[config.mk]
export PLATFORM = sky130hd
export DESIGN_NAME = mem_arbiter
export DESIGN_NICKNAME = d
export VERILOG_FILES = /design/src/rtl/mem_arbiter.sv
export SDC_FILE = /design/constraint.sdc
export NUM_CORES = 1
export LEC_CHECK = 0
export ABC_AREA = 1
export CORE_UTILIZATION = 38
export CTS_CLUSTER_SIZE = 16
export DETAILED_ROUTE_END_ITERATION = 7
export PLACE_DENSITY = 0.77
export SKIP_LAST_GASP = 1
export SYNTH_ARGS = -nofsm -noshare
export SYNTH_HDL_FRONTEND = slang
export SYNTH_SLANG_ARGS = --single-unit
[constraint.sdc]
create_clock -name clk -period 1.3 [get_ports clk]
set_clock_uncertainty 0.1 [all_clocks]
set_input_delay 0.195 -clock clk [delete_from_list [all_inputs] [get_ports clk]]
set_output_delay 0.195 -clock clk [all_outputs]
set_load 0.02 [all_outputs]
[src/rtl/mem_arbiter.sv]
`default_nettype none
// ============================================================================
// Module   : mem_arbiter
// Brief    : Two-requester (CPU / program loader) arbiter in front of a
//            single-port synchronous-read memory. Each access runs a
//            registered arbitrate -> issue -> respond sequence.
// Revision : 1.0 - initial release
// ============================================================================
module mem_arbiter #(
  parameter int ADDR_W       = 8,
  parameter int DATA_W       = 8,
  parameter int LDR_PRIORITY = 0
) (
  input  logic              clk,
  input  logic              reset_n,
  // CPU requester
  input  logic              cpu_req,
  input  logic              cpu_we,
  input  logic [ADDR_W-1:0] cpu_addr,
  input  logic [DATA_W-1:0] cpu_wdata,
  output logic              cpu_ack,
  output logic [DATA_W-1:0] cpu_rdata,
  // Loader / debug requester
  input  logic              ldr_req,
  input  logic              ldr_we,
  input  logic [ADDR_W-1:0] ldr_addr,
  input  logic [DATA_W-1:0] ldr_wdata,
  output logic              ldr_ack,
  output logic [DATA_W-1:0] ldr_rdata,
  // Memory side
  output logic [ADDR_W-1:0] mem_addr,
  output logic              mem_we,
  output logic [DATA_W-1:0] mem_wdata,
  input  logic [DATA_W-1:0] mem_rdata,
  // Status
  output logic              owner,
  output logic              busy
);

  typedef enum logic [1:0] {
    S_IDLE  = 2'd0,
    S_ISSUE = 2'd1,
    S_RESP  = 2'd2
  } state_t;

  state_t state;
  state_t state_nxt;

  logic last_grant;   // 0 = CPU, 1 = loader
  logic lat_we;       // write flag of the in-flight access
  logic cpu_elig;
  logic ldr_elig;
  logic grant_valid;
  logic grant_ldr;
  logic ldr_wins_tie;

  // A requester whose ack is high this cycle is ignored, so a req left high
  // through the ack cycle cannot trigger a duplicate access.
  assign cpu_elig    = cpu_req & ~cpu_ack;
  assign ldr_elig    = ldr_req & ~ldr_ack;
  assign grant_valid = cpu_elig | ldr_elig;

  generate
    if (LDR_PRIORITY != 0) begin : g_ldr_fixed_prio
      assign ldr_wins_tie = 1'b1;
    end else begin : g_round_robin
      // Loader wins a tie only if the CPU had the previous grant.
      assign ldr_wins_tie = ~last_grant;
    end
  endgenerate

  assign grant_ldr = ldr_elig & (~cpu_elig | ldr_wins_tie);

  // State register; reset aborts any in-flight access immediately.
  always_ff @(posedge clk or negedge reset_n) begin
    if (!reset_n) begin
      state <= S_IDLE;
    end else begin
      state <= state_nxt;
    end
  end

  // Next-state and phase-decoded memory strobe / busy flag.
  always_comb begin
    state_nxt = state;
    mem_we    = 1'b0;
    busy      = 1'b0;
    case (state)
      S_IDLE: begin
        if (grant_valid) begin
          state_nxt = S_ISSUE;
        end
      end
      S_ISSUE: begin
        mem_we    = lat_we;
        busy      = 1'b1;
        state_nxt = S_RESP;
      end
      S_RESP: begin
        busy      = 1'b1;
        state_nxt = S_IDLE;
      end
      default: begin
        state_nxt = S_IDLE;
      end
    endcase
  end

  // Grant latching, memory address/data registers, and response delivery.
  always_ff @(posedge clk or negedge reset_n) begin
    if (!reset_n) begin
      owner      <= 1'b0;
      last_grant <= 1'b1;
      lat_we     <= 1'b0;
      mem_addr   <= '0;
      mem_wdata  <= '0;
      cpu_ack    <= 1'b0;
      ldr_ack    <= 1'b0;
      cpu_rdata  <= '0;
      ldr_rdata  <= '0;
    end else begin
      cpu_ack <= 1'b0;
      ldr_ack <= 1'b0;
      if (state == S_IDLE && grant_valid) begin
        owner      <= grant_ldr;
        last_grant <= grant_ldr;
        lat_we     <= grant_ldr ? ldr_we    : cpu_we;
        mem_addr   <= grant_ldr ? ldr_addr  : cpu_addr;
        mem_wdata  <= grant_ldr ? ldr_wdata : cpu_wdata;
      end
      // Memory registered the address at the ISSUE->RESP edge, so its
      // read data is valid throughout RESP.
      if (state == S_RESP) begin
        if (owner) begin
          ldr_ack <= 1'b1;
          if (!lat_we) begin
            ldr_rdata <= mem_rdata;
          end
        end else begin
          cpu_ack <= 1'b1;
          if (!lat_we) begin
            cpu_rdata <= mem_rdata;
          end
        end
      end
    end
  end

endmodule
`default_nettype wire

==> results.py, run 1 <==
metrics = {
    "finish": {
        "area_delta_synth_final_pct": 79.1,
        "diodes": 0,
        "nFillCells": 377,
        "nets": 402,
        "layout_commonest_cell": "nand2_1",
        "final_cell_mix": "nand2_1 (64), inv_1 (44), clkdlybuf4s50_1 (43)",
        "drive_above_1_share_pct": 34.3,
        "finalNonFillerCells": 420,
        "multi_input_area_sq_um": 973,
        "seq_area_sq_um": 980,
        "design_area_sq_um": 3380,
        "post-route-util_pct": 71.1,
    },
    "routing": {
        "ant_nets": 0,
        "dr.pass1.iters": 4,
        "vias": 1932,
        "vias_per_cell": 4.60,
        "finalWirelength_mm": 5.87,
        "wl_per_cell_um": 14.0,
        "drt_iter0_drc": 92,
        "post-route-drc-count": 0,
    },
    "power": {
        "p_leak_nw": 1.75,
        "total_power_mw": 7.61,
        "vdd_drop_max_mv": 1.81,
        "powerDensity_nw_per_um2": 2250,
    },
    "sta": {
        "maxSlewViolCount": 0,
        "period_needed_ns": 1.45,
        "max_slew_margin_pct": 73.2,
        "tns_ns": -2.08,
        "setup_ws_ns": -0.153,
        "fin_crit_sh_pct": 112,
        "grt_setup_unrepaired": "true",
        "max_freq_mhz": 688,
        "hold_slack_ns": 0.220,
        "hold_violations": 0,
        "worst_pin_slew_ns": 0.402,
        "finalSetupViolCount": 24,
    },
    "grt": {
        "grt_use_total_pct": 21.6,
        "grt_first_pass_wirelength_mm": 8.56,
        "overflow": 0,
        "grt_use_met3_pct": 5.56,
        "top_usage_layer": "met2",
        "grt_max_degree": 20,
        "grt_util_met2_pct": 36.8,
        "antenna_found_initial": 0,
        "met1_usage_pct": 26.9,
        "grt_pass1_vias": 1830,
    },
    "synthesis": {
        "synth.top_cell.area_share_pct": 50.4,
        "synth_area_leaders": "dfrtp_1 (50%), nand2_1 (16%), inv_1 (10%)",
        "synth_top_area_cell": "dfrtp_1",
        "synth_fp_nets": 292,
        "ys_types": 16,
        "ys_ff_latch": 39,
        "yosysSeqAreaShare_pct": 51.8,
        "yosysWarnings": 0,
        "netlist_instances": 242,
        "synth.avg_cell_area_sq_um": 7.80,
        "netlist_area_sq_um": 1890,
    },
    "min_path": {
        "holdCritPathClass": "input port to flip-flop",
        "worstHoldStart": "ldr_req",
        "hold_depth": 4,
        "worstHoldEndpoint": "state[1]$_DFFE_PN0P_",
    },
    "worst_setup_path": {
        "cp_max_fo": 3,
        "path_cells": "inv_2 -> ha_4 -> buf_6",
        "cp-end-kind": "output pin",
        "cp.required_ns": 1.00,
        "timing.rr.start": "state[0]$_DFFE_PN0P_",
        "startpoint_type": "flip-flop",
        "cp_slowest_stage_delay_ns": 0.43,
        "rrSetupSlack_ns": -0.15,
        "critPathArrivalTime_ns": 1.16,
        "reg2regPathDepth": 8,
        "r2r_end": "cpu_rdata[2]$_DFFE_PN0P_",
        "cp_slowest_cell": "dfrtp_1",
        "critical_path_class": "flip-flop to output pin",
    },
    "clock_tree": {
        "cts_htree_levels": 2,
        "cts_root_buf": "clkbuf_8",
        "tritoncts": "yes",
        "clk_pin_slew_ns": 0.08,
        "cts_buffers": 5,
        "clock_latency_ns": 0.30,
        "numClockSinks": 39,
        "ctsLongestPathBuffers": 2,
    },
    "place": {
        "placed_cell_area_sq_um": 2930,
        "dp_hpwl_mm": 3.61,
        "gp_congestion": 0.744,
        "dp.cells": 400,
        "port_buffers": 82,
        "pre_cts_slack_ns": -0.279,
    },
    "floorplan": {
        "core-area_sq_um": 4750,
        "rows": 25,
        "floorplan.initialDensity_pct": 39.7,
        "die-area_sq_um": 5250,
        "ios": 83,
        "die_h_um": 72.5,
        "dieWidth_um": 72.5,
    },
    "status": {
        "status": "finished with violations",
        "violations": "setup timing",
    },
    "job": {
        "drv_cap": 0,
    },
}
## power by group
part	internal, mW	leakage (nW)	switching [mW]
clock	0.373	0.0402	0.448
combinational	1.98	1.24	2.57
sequential	1.84	0.471	0.400
## registers in the layout, indices dropped and copies added (netlist names), 2 cells and up
name       count
mem_wdata      8
cpu_rdata      8
mem_addr       8
state          2
ldr_rdata      8
## timing repair
item / in CTS / in global routing
setup endpoints to repair: 71 / 66
gates resized for setup: 104 / 95
hold endpoints to repair: 12 / 0
pin swaps: 14 / 26
setup buffers: 1 / 4
gates cloned: 2 / 4
hold buffers: 1 / 0
## layout make-up
| cell class | instances | share of cell area (%) |
|---|---|---|
| Multi-Input combinational cell | 145 | 28.8 |
| Tap cell | 67 | 2.48 |
| Timing Repair Buffer | 108 | 30.9 |
| Sequential cell | 39 | 29.0 |
| Inverter | 53 | 6.29 |
| Clock inverter | 3 | 0.592 |
| Clock buffer | 5 | 2.03 |
## metal layers
| layer | part of all wire (%) | vias to the layer above |
|---|---|---|
| li1 | - | 957 |
| met1 | 42 | 911 |
| met2 | 51 | 54 |
| met3 | 4.6 | 10 |
| met4 | 1.5 | 0 |
| met5 | 0 | - |
## critical path: cells and delay by family, from the launching register on
| kind | cells | cell delay, ns |
|---|---|---|
| fa+ha+maj | 1 | 0.20 |
| flops | 1 | 0.43 |
| buf+inv | 2 | 0.23 |
## how the worst max path moves through the flow
stage | from | to | slack, ns | depth (start not counted)
floorplan | state[0]$_DFFE_PN0P_ | cpu_rdata[4]$_DFFE_PN0P_ | -0.04 | 8
global placement | state[1]$_DFFE_PN0P_ | mem_we | -0.27 | 5
detailed placement | state[1]$_DFFE_PN0P_ | mem_we | -0.28 | 5
CTS | state[1]$_DFFE_PN0P_ | mem_we | -0.17 | 5
global route | state[1]$_DFFE_PN0P_ | mem_we | -0.21 | 5
finish | state[0]$_DFFE_PN0P_ | busy | -0.15 | 3
## cell families after synthesis
kind of cell             count (synthesis)  share of synthesized area [%]
adder cells (fa/ha/maj)                  4                           2.65
AO/OA/AOI/OAI                           18                           4.77
AND/OR/NAND/NOR                        120                           27.5
flip-flops                              39                           51.8
buffers and inverters                   61                           13.3
## cells in the mapped netlist
cell and instances:
dfstp_2 1, nand2_1 80, inv_1 51, nand2_4 1, nor2_2 1, nand3_1 36
inv_2 2, o21ai_0 18, nand3_2 1, nor2_4 1, dfrtp_1 38, buf_4 3
buf_6 1, ha_1 4, clkbuf_1 1, buf_2 3
No activity file was read; power rests on OpenSTA's default activity.
==> run 2: changes to the inputs <==
--- a/config.mk
+++ b/config.mk
@@ -7,7 +7,7 @@
 export LEC_CHECK = 0
 export ABC_AREA = 1
 export CORE_UTILIZATION = 38
-export CTS_CLUSTER_SIZE = 16
+export CTS_CLUSTER_SIZE = 20
 export DETAILED_ROUTE_END_ITERATION = 7
 export PLACE_DENSITY = 0.77
 export SKIP_LAST_GASP = 1
==> results of run 2 <==
Same layout as run 1: the final DEF is identical, and so are final timing and power.
==> run 3: changes to the inputs <==
--- a/config.mk
+++ b/config.mk
@@ -9,8 +9,10 @@
 export CORE_UTILIZATION = 38
 export CTS_CLUSTER_SIZE = 20
 export DETAILED_ROUTE_END_ITERATION = 7
+export GPL_TIMING_DRIVEN = 0
 export PLACE_DENSITY = 0.77
 export SKIP_LAST_GASP = 1
 export SYNTH_ARGS = -nofsm -noshare
 export SYNTH_HDL_FRONTEND = slang
 export SYNTH_SLANG_ARGS = --single-unit
+export TNS_END_PERCENT = 10
==> results.py, run 3 (synthesized netlist as in run 1, its figures left out) <==
metrics = {
    "finish": {
        "post-route-util_pct": 66.0,
        "nFillCells": 417,
        "area_delta_synth_final_pct": 66.2,
        "finalNonFillerCells": 410,
        "diodes": 0,
        "layout_commonest_cell": "nand2_1",
        "design_area_sq_um": 3140,
        "nets": 392,
        "multi_input_area_sq_um": 717,
        "final_cell_mix": "nand2_1 (70), clkdlybuf4s50_1 (66), inv_1 (48)",
        "seq_area_sq_um": 977,
        "drive_above_1_share_pct": 15.2,
    },
    "worst_setup_path": {
        "cp_max_fo": 2,
        "critical_path_class": "flip-flop to output pin",
        "cp_slowest_cell": "clkdlybuf4s50_1",
        "cp.required_ns": 1.00,
        "cp-end-kind": "output pin",
        "path_cells": "clkdlybuf4s50_1",
        "cp_num_buf_inv": 1,
        "cp_slowest_stage_delay_ns": 0.62,
        "startpoint_type": "flip-flop",
        "rrSetupSlack_ns": -0.19,
        "cp_top_family": "buffers and inverters",
        "critPathArrivalTime_ns": 1.26,
    },
    "clock_tree": {
        "numClockSinks": 39,
        "cts_buffers": 5,
        "clk_pin_slew_ns": 0.08,
        "clock_latency_ns": 0.29,
        "tritoncts": "yes",
        "cts_htree_levels": 2,
        "ctsLongestPathBuffers": 2,
        "cts_root_buf": "clkbuf_8",
    },
    "power": {
        "netSwitchingPower_mw": 2.91,
        "pwr-share-comb_pct": 54.2,
        "p_int_mw": 4.51,
        "powerDensity_nw_per_um2": 2360,
        "vdd_drop_max_mv": 1.11,
        "p_leak_nw": 1.66,
        "switching_share_pct": 39.2,
        "seq_power_share_pct": 29.8,
        "pwr-share-clk_pct": 16.0,
    },
    "place": {
        "port_buffers": 82,
        "dp.cells": 391,
        "pre_cts_slack_ns": -0.380,
        "dp_hpwl_mm": 3.33,
        "gp_congestion": 0.729,
        "placed_cell_area_sq_um": 2810,
    },
    "floorplan": {
        "core-area_sq_um": 4750,
        "rows": 25,
        "die_h_um": 72.5,
        "dieWidth_um": 72.5,
        "ios": 83,
        "die-area_sq_um": 5250,
        "floorplan.initialDensity_pct": 39.7,
    },
    "grt": {
        "grt_pass1_vias": 1684,
        "grt_first_pass_wirelength_mm": 7.47,
        "antenna_found_initial": 0,
        "grt_use_total_pct": 18.9,
        "overflow": 0,
        "grt_max_degree": 40,
    },
    "routing": {
        "wl_per_cell_um": 11.9,
        "ant_nets": 0,
        "vias": 1824,
        "vias_per_cell": 4.45,
        "post-route-drc-count": 0,
        "drt_iter0_drc": 115,
        "dr.pass1.iters": 4,
        "finalWirelength_mm": 4.89,
    },
    "sta": {
        "period_needed_ns": 1.56,
        "worst_pin_slew_ns": 0.854,
        "setup_ws_ns": -0.257,
        "finalSetupViolCount": 61,
        "fin_crit_sh_pct": 120,
        "maxSlewViolCount": 0,
        "max_freq_mhz": 642,
        "hold_slack_ns": 0.372,
        "hold_violations": 0,
        "grt_setup_unrepaired": "true",
        "max_slew_margin_pct": 43.1,
    },
    "job": {
        "drv_cap": 0,
    },
    "status": {
        "violations": "setup timing",
        "status": "finished with violations",
    },
    "min_path": {
        "holdCritPathClass": "input port to flip-flop",
    },
}
-- run 3: layout make-up --
class | count | area share [%]
Clock inverter | 2 | 1.91
Sequential cell | 39 | 31.1
Inverter | 53 | 6.50
Clock buffer | 6 | 2.31
Multi-Input combinational cell | 142 | 22.8
Tap cell | 67 | 2.67
Buffer | 8 | 2.87
Timing Repair Buffer | 93 | 29.7
-- run 3: layer usage --
| layer | part of all wire, % | global-route usage [%] |
|---|---|---|
| met1 | 43 | 22.8 |
| met2 | 50 | 32.0 |
| met3 | 5.0 | 5.00 |
| met4 | 1.7 | 7.84 |
| met5 | 0 | 0 |
-- run 3: through the flow --
step / setup TNS [ns] / power, mW
floorplan: -0.498 / 4.13
global placement: -46.12 / 5.72
detailed placement: -8.90 / 5.79
CTS: -12.08 / 6.89
global route: -15.61 / 7.90
finish: -8.99 / 7.41
-- run 3: final timing paths --
| kind | endpoint | startpoint | cells past startpoint |
|---|---|---|---|
| max | mem_wdata[2] | mem_wdata[2]$_DFFE_PN0P_ | 1 |
| min | ldr_rdata[5]$_DFFE_PN0P_ | mem_rdata[5] | 3 |
| max reg2reg | ldr_rdata[4]$_DFFE_PN0P_ | state[0]$_DFFE_PN0P_ | 7 |
| min reg2reg | mem_wdata[6]$_DFFE_PN0P_ | mem_wdata[6]$_DFFE_PN0P_ | 2 |
| max in group asynchronous | mem_addr[7]$_DFFE_PN0P_ | reset_n | 2 |
| min in group asynchronous | ldr_rdata[1]$_DFFE_PN0P_ | reset_n | 2 |
-- run 3: power by group through the flow --
stage	Sequential, mW	Clock, mW	Combinational, mW
CTS	2.19	1.21	3.49
detailed placement	2.21	0	3.59
global route	2.27	1.27	4.36
finish	2.21	1.19	4.02
global placement	2.19	0	3.53
floorplan	2.84	0	1.29
-- run 3: repair_timing --
action,in CTS,in global routing
hold endpoints to repair,38,0
setup endpoints to repair,72,110
pin swaps,0,11
buffers inserted,1,8
hold buffers,1,0
resized for setup,32,25
cloned,0,1
